## src/rtl/adc_ddr_pkg.sv

```systemverilog
// Shared types and AXI constants for the ADC capture-to-DDR burst writer.
// Burst geometry is fixed at 16 beats of 4 bytes.
package adc_ddr_pkg;

  typedef enum logic [1:0] {
    ST_IDLE = 2'd0,
    ST_AW   = 2'd1,
    ST_W    = 2'd2,
    ST_B    = 2'd3
  } wr_state_e;

  localparam int unsigned BURST_BEATS = 16;
  localparam int unsigned BURST_BYTES = 64;

  localparam logic [7:0] AXLEN_BURST = 8'(BURST_BEATS - 1);
  localparam logic [2:0] AXSIZE_4B   = 3'b010;
  localparam logic [1:0] BURST_INCR  = 2'b01;
  localparam logic [1:0] RESP_OKAY   = 2'b00;
  localparam logic [3:0] CACHE_BUF   = 4'b0011;

  function automatic logic [31:0] sat_inc32(input logic [31:0] v);
    return (&v) ? v : v + 32'd1;
  endfunction

endpackage

```

## src/rtl/adc_ddr_burst_writer.sv

```systemverilog
// Streams ADC sample words into a DDR ring buffer as 16-beat AXI4 INCR bursts.
// Optional burst/stall counters are added when ADC_DDR_BURST_WRITER_STATS_EN is defined.
//
// state   | meaning
// IDLE    | waiting for enable with calibration done
// AW      | presenting burst address, held until accepted
// W       | forwarding 16 stream words onto the write channel
// B       | waiting for the write response, then advance/wrap ring pointer
module adc_ddr_burst_writer
  import adc_ddr_pkg::*;
#(
  parameter logic [31:0] BASE_ADDR  = 32'hA4000000,
  parameter logic [31:0] RING_BYTES = 32'h04000000
) (
  input  logic        clk,
  input  logic        aresetn,
  input  logic        phy_init_done,
  input  logic        enable,

  input  logic [31:0] s_data,
  input  logic        s_valid,
  output logic        s_ready,

  output logic        m_axi_awid,
  output logic [31:0] m_axi_awaddr,
  output logic [7:0]  m_axi_awlen,
  output logic [2:0]  m_axi_awsize,
  output logic [1:0]  m_axi_awburst,
  output logic        m_axi_awlock,
  output logic [3:0]  m_axi_awcache,
  output logic [2:0]  m_axi_awprot,
  output logic [3:0]  m_axi_awqos,
  output logic        m_axi_awvalid,
  input  logic        m_axi_awready,

  output logic [31:0] m_axi_wdata,
  output logic [3:0]  m_axi_wstrb,
  output logic        m_axi_wlast,
  output logic        m_axi_wvalid,
  input  logic        m_axi_wready,

  input  logic        m_axi_bid,
  input  logic [1:0]  m_axi_bresp,
  input  logic        m_axi_bvalid,
  output logic        m_axi_bready,

  output logic        busy,
  output logic [31:0] wr_addr,
  output logic        wrapped,
  output logic        err
`ifdef ADC_DDR_BURST_WRITER_STATS_EN
  ,
  output logic [31:0] burst_cnt,
  output logic [31:0] stall_cnt
`endif
);

  localparam logic [31:0] BURST_STEP = 32'(BURST_BYTES);
  localparam logic [31:0] RING_END   = BASE_ADDR + RING_BYTES;

  wr_state_e  state;
  logic [3:0] beat_cnt;
  logic       awvalid_q;
  logic       in_w_q;
  logic       bready_q;

  logic run_ok;
  logic aw_hs;
  logic w_hs;
  logic b_hs;
  logic last_beat;
  logic unused_bid;

  assign run_ok     = enable & phy_init_done;
  assign aw_hs      = awvalid_q & m_axi_awready;
  assign w_hs       = in_w_q & s_valid & m_axi_wready;
  assign b_hs       = bready_q & m_axi_bvalid;
  assign last_beat  = (beat_cnt == 4'(BURST_BEATS - 1));
  assign unused_bid = m_axi_bid;

  always_ff @(posedge clk) begin
    if (!aresetn) begin
      state     <= ST_IDLE;
      beat_cnt  <= '0;
      awvalid_q <= 1'b0;
      in_w_q    <= 1'b0;
      bready_q  <= 1'b0;
      wr_addr   <= BASE_ADDR;
      wrapped   <= 1'b0;
      err       <= 1'b0;
    end else begin
      case (state)
        ST_IDLE: begin
          if (run_ok) begin
            state     <= ST_AW;
            awvalid_q <= 1'b1;
          end
        end
        ST_AW: begin
          if (aw_hs) begin
            state     <= ST_W;
            awvalid_q <= 1'b0;
            in_w_q    <= 1'b1;
          end
        end
        ST_W: begin
          if (w_hs) begin
            if (last_beat) begin
              state    <= ST_B;
              beat_cnt <= '0;
              in_w_q   <= 1'b0;
              bready_q <= 1'b1;
            end else begin
              beat_cnt <= beat_cnt + 4'd1;
            end
          end
        end
        ST_B: begin
          if (b_hs) begin
            bready_q <= 1'b0;
            if (m_axi_bresp != RESP_OKAY) err <= 1'b1;
            // The ring size is a whole number of bursts, so the end is hit exactly.
            if (wr_addr + BURST_STEP == RING_END) begin
              wr_addr <= BASE_ADDR;
              wrapped <= 1'b1;
            end else begin
              wr_addr <= wr_addr + BURST_STEP;
            end
            if (run_ok) begin
              state     <= ST_AW;
              awvalid_q <= 1'b1;
            end else begin
              state <= ST_IDLE;
            end
          end
        end
        default: begin
          state     <= ST_IDLE;
          awvalid_q <= 1'b0;
          in_w_q    <= 1'b0;
          bready_q  <= 1'b0;
        end
      endcase
    end
  end

  assign busy          = (state != ST_IDLE);

  assign m_axi_awid    = 1'b0;
  assign m_axi_awaddr  = wr_addr;
  assign m_axi_awlen   = AXLEN_BURST;
  assign m_axi_awsize  = AXSIZE_4B;
  assign m_axi_awburst = BURST_INCR;
  assign m_axi_awlock  = 1'b0;
  assign m_axi_awcache = CACHE_BUF;
  assign m_axi_awprot  = 3'b000;
  assign m_axi_awqos   = 4'b0000;
  assign m_axi_awvalid = awvalid_q;

  // The write channel is a direct pass-through of the sample stream during W.
  assign m_axi_wdata   = s_data;
  assign m_axi_wstrb   = 4'hF;
  assign m_axi_wvalid  = in_w_q & s_valid;
  assign m_axi_wlast   = in_w_q & last_beat;
  assign s_ready       = in_w_q & m_axi_wready;

  assign m_axi_bready  = bready_q;

`ifdef ADC_DDR_BURST_WRITER_STATS_EN
  always_ff @(posedge clk) begin
    if (!aresetn) begin
      burst_cnt <= '0;
      stall_cnt <= '0;
    end else begin
      if (b_hs) burst_cnt <= sat_inc32(burst_cnt);
      if (in_w_q && s_valid && !m_axi_wready) stall_cnt <= sat_inc32(stall_cnt);
    end
  end
`endif

endmodule

```

## config.mk

```make
export PLATFORM = sky130hd
export DESIGN_NAME = adc_ddr_burst_writer
export DESIGN_NICKNAME = d
export VERILOG_FILES = /design/src/rtl/adc_ddr_pkg.sv /design/src/rtl/adc_ddr_burst_writer.sv
export SDC_FILE = /design/constraint.sdc
export NUM_CORES = 1
export LEC_CHECK = 0
export CELL_PAD_IN_SITES_DETAIL_PLACEMENT = 0
export CELL_PAD_IN_SITES_GLOBAL_PLACEMENT = 1
export CORE_MARGIN = 2
export CORE_UTILIZATION = 27
export DETAILED_ROUTE_END_ITERATION = 10
export PLACE_DENSITY = 0.94
export SLEW_MARGIN = 20
export SYNTH_ARGS = -nofsm -noshare
export SYNTH_HDL_FRONTEND = slang
export SYNTH_SLANG_ARGS = --single-unit
```

## constraint.sdc

```tcl
create_clock -name clk -period 3.1 [get_ports clk]
set_clock_uncertainty 0.05 [all_clocks]
set_input_delay 0.62 -clock clk [delete_from_list [all_inputs] [get_ports clk]]
set_output_delay 0.62 -clock clk [all_outputs]
set_load 0.03 [all_outputs]
```

### Yosys cells after proc, flatten, opt, wreduce, memory -nomap -nowiden

Cells that the tools add are included.

| storage, ports and cells | value |
|---|---|
| register bits after elaboration | 43 |
| input port bits | 43 |
| output and inout bits | 134 |
| logic and storage cells | 62 |

| cells by class | value |
|---|---|
| add/subtract/negate cells | 2 |
| equal/unequal tests | 10 |
| multiplexer cells | 21 |
| bitwise gates (word level) | 7 |
| reductions and logical operators | 14 |

Operators by type and width:

| cell | number |
|---|---|
| adder 32 x 7 -> 32 bit (second input constant) | 1 |
| == test 32 bit (second input constant) | 1 |
| 2-to-1 mux 32 bit | 1 |
| 2-to-1 mux 1 bit | 10 |
| 2-to-1 mux 2 bit | 5 |
| inequality test 2 bit (second input constant) | 5 |
| AND reduction 3 bit | 3 |
| one-hot mux 2 bit (4 select lines) | 1 |
| AND reduction 4 bit | 2 |
| nonzero test 2 bit | 4 |
| bitwise AND 1 bit | 7 |
| AND reduction 5 bit | 1 |
| adder 4 x 1 -> 4 bit (second input constant) | 1 |
| == test 2 bit (second input constant) | 2 |
| == test 4 bit (second input constant) | 1 |
| 2-to-1 mux 4 bit | 1 |
| one-hot mux 1 bit (2 select lines) | 2 |
| AND reduction 2 bit | 2 |
| one-hot mux 1 bit (3 select lines) | 1 |
| nonzero test 3 bit | 1 |
| == test 2 x 1 -> 1 bit (second input constant) | 1 |
| logical NOT 2 bit | 1 |

### Longest topological paths before layout

| logic depth | value |
|---|---|
| depth in word-level cells | 4 |
| gate-level depth with buffers | 9 |
| gate-level depth less buffers | 8 |

### Worst setup path after synthesis

OpenSTA, ideal clock, no wires.

| timing path | value |
|---|---|
| path type | flip-flop to flip-flop |
| start point | reg wr_addr[6] (netlist: m_axi_awaddr[6]) |
| end point | reg wr_addr[7] (netlist: m_axi_awaddr[7]) |
| library setup time | 0.129 ns |
| data arrival time | 2.464 ns |
| data required time | 2.921 ns |
| setup slack | 0.457 ns |
| stages on the path, launching flop included | 9 |
| buffers on the path | 0 |
| period minus slack after synthesis | 2.643 ns |
| cell sequence | dfxtp_1 ha_1 nand3_2 nor4_2 nand4_1 a211oi_2 nand4_1 nor3_1 o21ai_0 |

| between the ends | value |
|---|---|
| cells in the longest elaborated chain, start to end | 3 |

Ends and longest elaborated chain:

| element | RTL line | RTL |
|---|---|---|
| start, declared | adc_ddr_burst_writer.sv:48 | `output logic [31:0] wr_addr,` |
| start signal, assigned | adc_ddr_burst_writer.sv:127 | `wr_addr <= wr_addr + BURST_STEP;` |
| adder 32 x 7 -> 32 bit * | adc_ddr_burst_writer.sv:123, adc_ddr_burst_writer.sv:127 |  |
| == test 32 bit | adc_ddr_burst_writer.sv:123 | `if (wr_addr + BURST_STEP == RING_END) begin` |
| 2-to-1 mux 32 bit * | adc_ddr_burst_writer.sv:123 |  |

Every way passes the cells marked *; elsewhere a longest branch is shown, timed or not.
A chain may end at the register's enable or synchronous reset.

### Worst setup path in the final report

| timing path | value |
|---|---|
| start point | reg wr_addr[7] (netlist: m_axi_awaddr[7]) |
| end point | reg wr_addr[7] (netlist: m_axi_awaddr[7]) |

Same word-level chain as after synthesis.

==> flow_summary_export.csv <==
group,metric,value,unit
timing,rsz0062_at_grt,"no",
setup_path,r2r_end,"m_axi_awaddr[7]",
routing,finalWirelength,6570,um
power,internal_power,0.001049,W
final_layout,drive_above_1_share,6.297,%
placement,port-buffer-count,69,
setup_path,cp.arrival,2.80,ns
yosys,syn_area,3069,sq um
setup_path,end_kind,"register",
setup_path,max_stage_delay,0.52,ns
final_layout,nNetsFinal,448,
yosys,yosys_warnings,0,
floorplanning,die_h,110.6,um
timing,setup-tns-final,0,ns
power,ir_drop,0.2800,mV
timing,setup_viol,0,
final_layout,antenna_cells,0,
yosys,ys_ff_latch,37,
power,power.share.combinational,26.4,%
timing,max_freq,370.3,MHz
setup_path,reg2reg_depth,9,
grt,grt.total_usage,10.52,%
power,powerDensity,440.2,nW/um^2
placement,finalWeightedCongestion,0.8631,
cts,ctsHoldBuffers,0,
setup_path,critPathKind,"reg2reg",
routing,top_layer,"met4",
setup_path,start_kind,"register",
worst_hold_path,holdPathStages,1,
yosys,yosys.area.top_type,"buf_4",
power,p_clk_share,38.5,%
setup_path,required,3.20,ns
yosys,synthArstFlopShare,0,%
floorplanning,die_area,12240,sq um
routing,drc,0,
outcome,status,"completed",
setup_path,cp.buffers_inverters,1,
grt,globalRoute.totalOverflow,0,
cts,ctsResizeCount,0,
setup_path,slowest_stage,"dfxtp_1",
routing,drtIter0Drc,143,
timing,hold_viol_final,0,
grt,grt_max_degree,16,
setup_path,r2r_slack,0.40,ns
floorplanning,io_pins,177,
placement,place_area,3314,sq um
setup_path,cp_max_fo,9,
placement,dp.cells,529,
routing,ant_nets,0,
setup_path,cp_common_cell,"nand4_1",
routing,wl_per_cell,12.23,um
cts,cts_max_path_buffers,2,
yosys,syn_inst,388,
floorplanning,rows,38,
final_layout,area_delta_synth_final,13.62,%
timing,tightestPinTransition,0.6485,ns
setup_path,r2r_start,"m_axi_awaddr[7]",
worst_hold_path,hold_end,"err",
yosys,yosys_most_used_dff,"dfxtp_1",
setup_path,cp_cell_sequence,"ha_1 -> nand3_2 -> nor4_2 -> buf_4 -> nand4_1 -> a211oi_2 -> nand4_1 -> nor3_1 -> o21ai_0",
cts,clkLatencyLatePin,0.28,ns
power,p_seq_share,35.1,%
floorplanning,start_util,27.94,%
setup_path,cp-startpoint,"m_axi_awaddr[7]",
routing,wl_met1,2874,um
grt,grt_pass1_wl,10690,um
routing,first_pass_iters,4,
cts,cts_root_buffer,"clkbuf_16",
cts,cts_buffers,5,
yosys,avgSynthCellArea,7.910,sq um
placement,hpwl,5029,um
cts,cts_sinks,37,
yosys,synth_area_leaders,"buf_4 (25%), dfxtp_1 (24%), xnor2_1 (7.4%)",
routing,met3_wirelength,411,um
routing,vias_per_cell,4.505,
yosys,synth.top_cell.area_share,24.95,%
worst_hold_path,min_path_type,"reg2reg",
final_layout,fin_area,3487,sq um
yosys,synth_edf_count,0,
routing,vias,2419,
timing,relSlewSlack,56.36,%
timing,post-route-min-period,2.700,ns
power,power.switching,0.0004858,W
floorplanning,fp.coreArea,10980,sq um
setup_path,crit_family,"simple AND/OR/NAND/NOR gates",
floorplanning,fp.dieW,110.6,um
worst_hold_path,min_from,"err",
power,totalPowerFinal,0.001535,W
timing,period_share,87.10,%
flow_run,drv_cap,0,
yosys,synthDistinctLibCells,45,
yosys,synth-seq-area-share,24.13,%
cts,post_cts_buffers,0,
power,leakage,1.279,nW
final_layout,stdcell_count,537,
cts,cts_tree,"done",
grt,first_global_vias,2198,
cts,clk_pin_slew,0.05,ns
grt,grt_antenna_before_repair,0,
timing,final_max_slew_viol_count,0,
routing,routed-wl-met2,3154,um
cts,htreeDepth,2,
power,swShare,31.65,%
-- Yosys cell counts, drive strengths merged, types with 3 or more instances --
library cell,number
nand4,11
or3,5
and3,5
buf,105
clkbuf,11
nor2,12
xor2,5
o21a,4
a22oi,4
nand3,23
dfxtp,37
a21boi,5
nand2,32
a211o,3
o21ai,8
inv,9
xnor2,26
a21oi,8
nor3,8
ha,9
o31ai,3
and2,24
nor4,10
-- placed cells by master, fill, tap and decap left out, drive strengths merged, types with 10 or more instances in the layout --
cell and count:
conb 42, nand4 11, and2 24, nor4 10, nand2 32, clkdlybuf4s50 69, dfxtp 37, xnor2 26
nor2 12, nand3 23
-- kinds of logic after synthesis --
kind of cell	Yosys count	synth area share, %
buf+inv	125	28.17
simple gates	137	24.09
other cells	2	0.2447
mux	1	0.3261
flops	37	24.13
xor+xnor	31	8.846
fa+ha+maj	9	3.669
compound gates	46	10.52
-- worst max path at each step --
stage,to,slack (ns),cells after the start
floorplan,m_axi_awaddr[7],0.46,8
global placement,m_axi_awaddr[7],0.51,9
detailed placement,m_axi_awaddr[7],0.43,9
CTS,m_axi_awaddr[7],0.41,9
global route,m_axi_awaddr[7],0.19,9
finish,m_axi_awaddr[7],0.40,9
-- power groups by stage --
stage                     Clock (W)  Sequential [W]  Combinational [W]
final                      0.000591        0.000538           0.000406
after global routing       0.000629        0.000545           0.000442
after CTS                  0.000601        0.000539           0.000405
after detailed placement          0        0.000549           0.000403
after global placement            0        0.000544           0.000391
after floorplan                   0        0.000556           0.000403
-- state kept, by name (all words and copies together), names as in the netlist --
| register | count |
|---|---|
| m_axi_bready | 1 |
| state | 2 |
| wrapped | 1 |
| m_axi_awvalid | 1 |
| in_w_q | 1 |
| err | 1 |
| beat_cnt | 4 |
| m_axi_awaddr | 26 |
-- metrics by stage --
stage                     setup WS [ns]  hold WS (ns)  util (%)
final                            0.3998        0.4243     31.75
after global routing             0.1876        0.4673     31.75
after CTS                        0.4112        0.4254     31.75
after detailed placement         0.4330        0.4127     30.18
after global placement           0.5089        0.4010     30.18
after floorplan                  0.4569        0.4144         -
-- worst reg2reg max path, stage by stage (launching register included) --
cell and delay [ns]:
dfxtp_1 0.52, ha_1 0.32, nand3_2 0.22, nor4_2 0.34
buf_4 0.20, nand4_1 0.12, a211oi_2 0.21, nand4_1 0.16
nor3_1 0.32, o21ai_0 0.14
-- metal layers --
metal	GRT usage, %	up-vias
met5	0	-
met4	3.750	0
met3	2.909	14
met2	17.71	88
met1	12.84	1128
li1	-	1189
-- layout make-up --
class	instances	area, sq um
multi-input combinational	266	1614
clock inverter	1	30.03
tap	140	175.2
clock buffer	7	142.6
sequential	37	740.7
timing repair buffer	77	750.7
fill	1158	7496
inverter	9	33.78
Power figures use the tool's default switching activity.
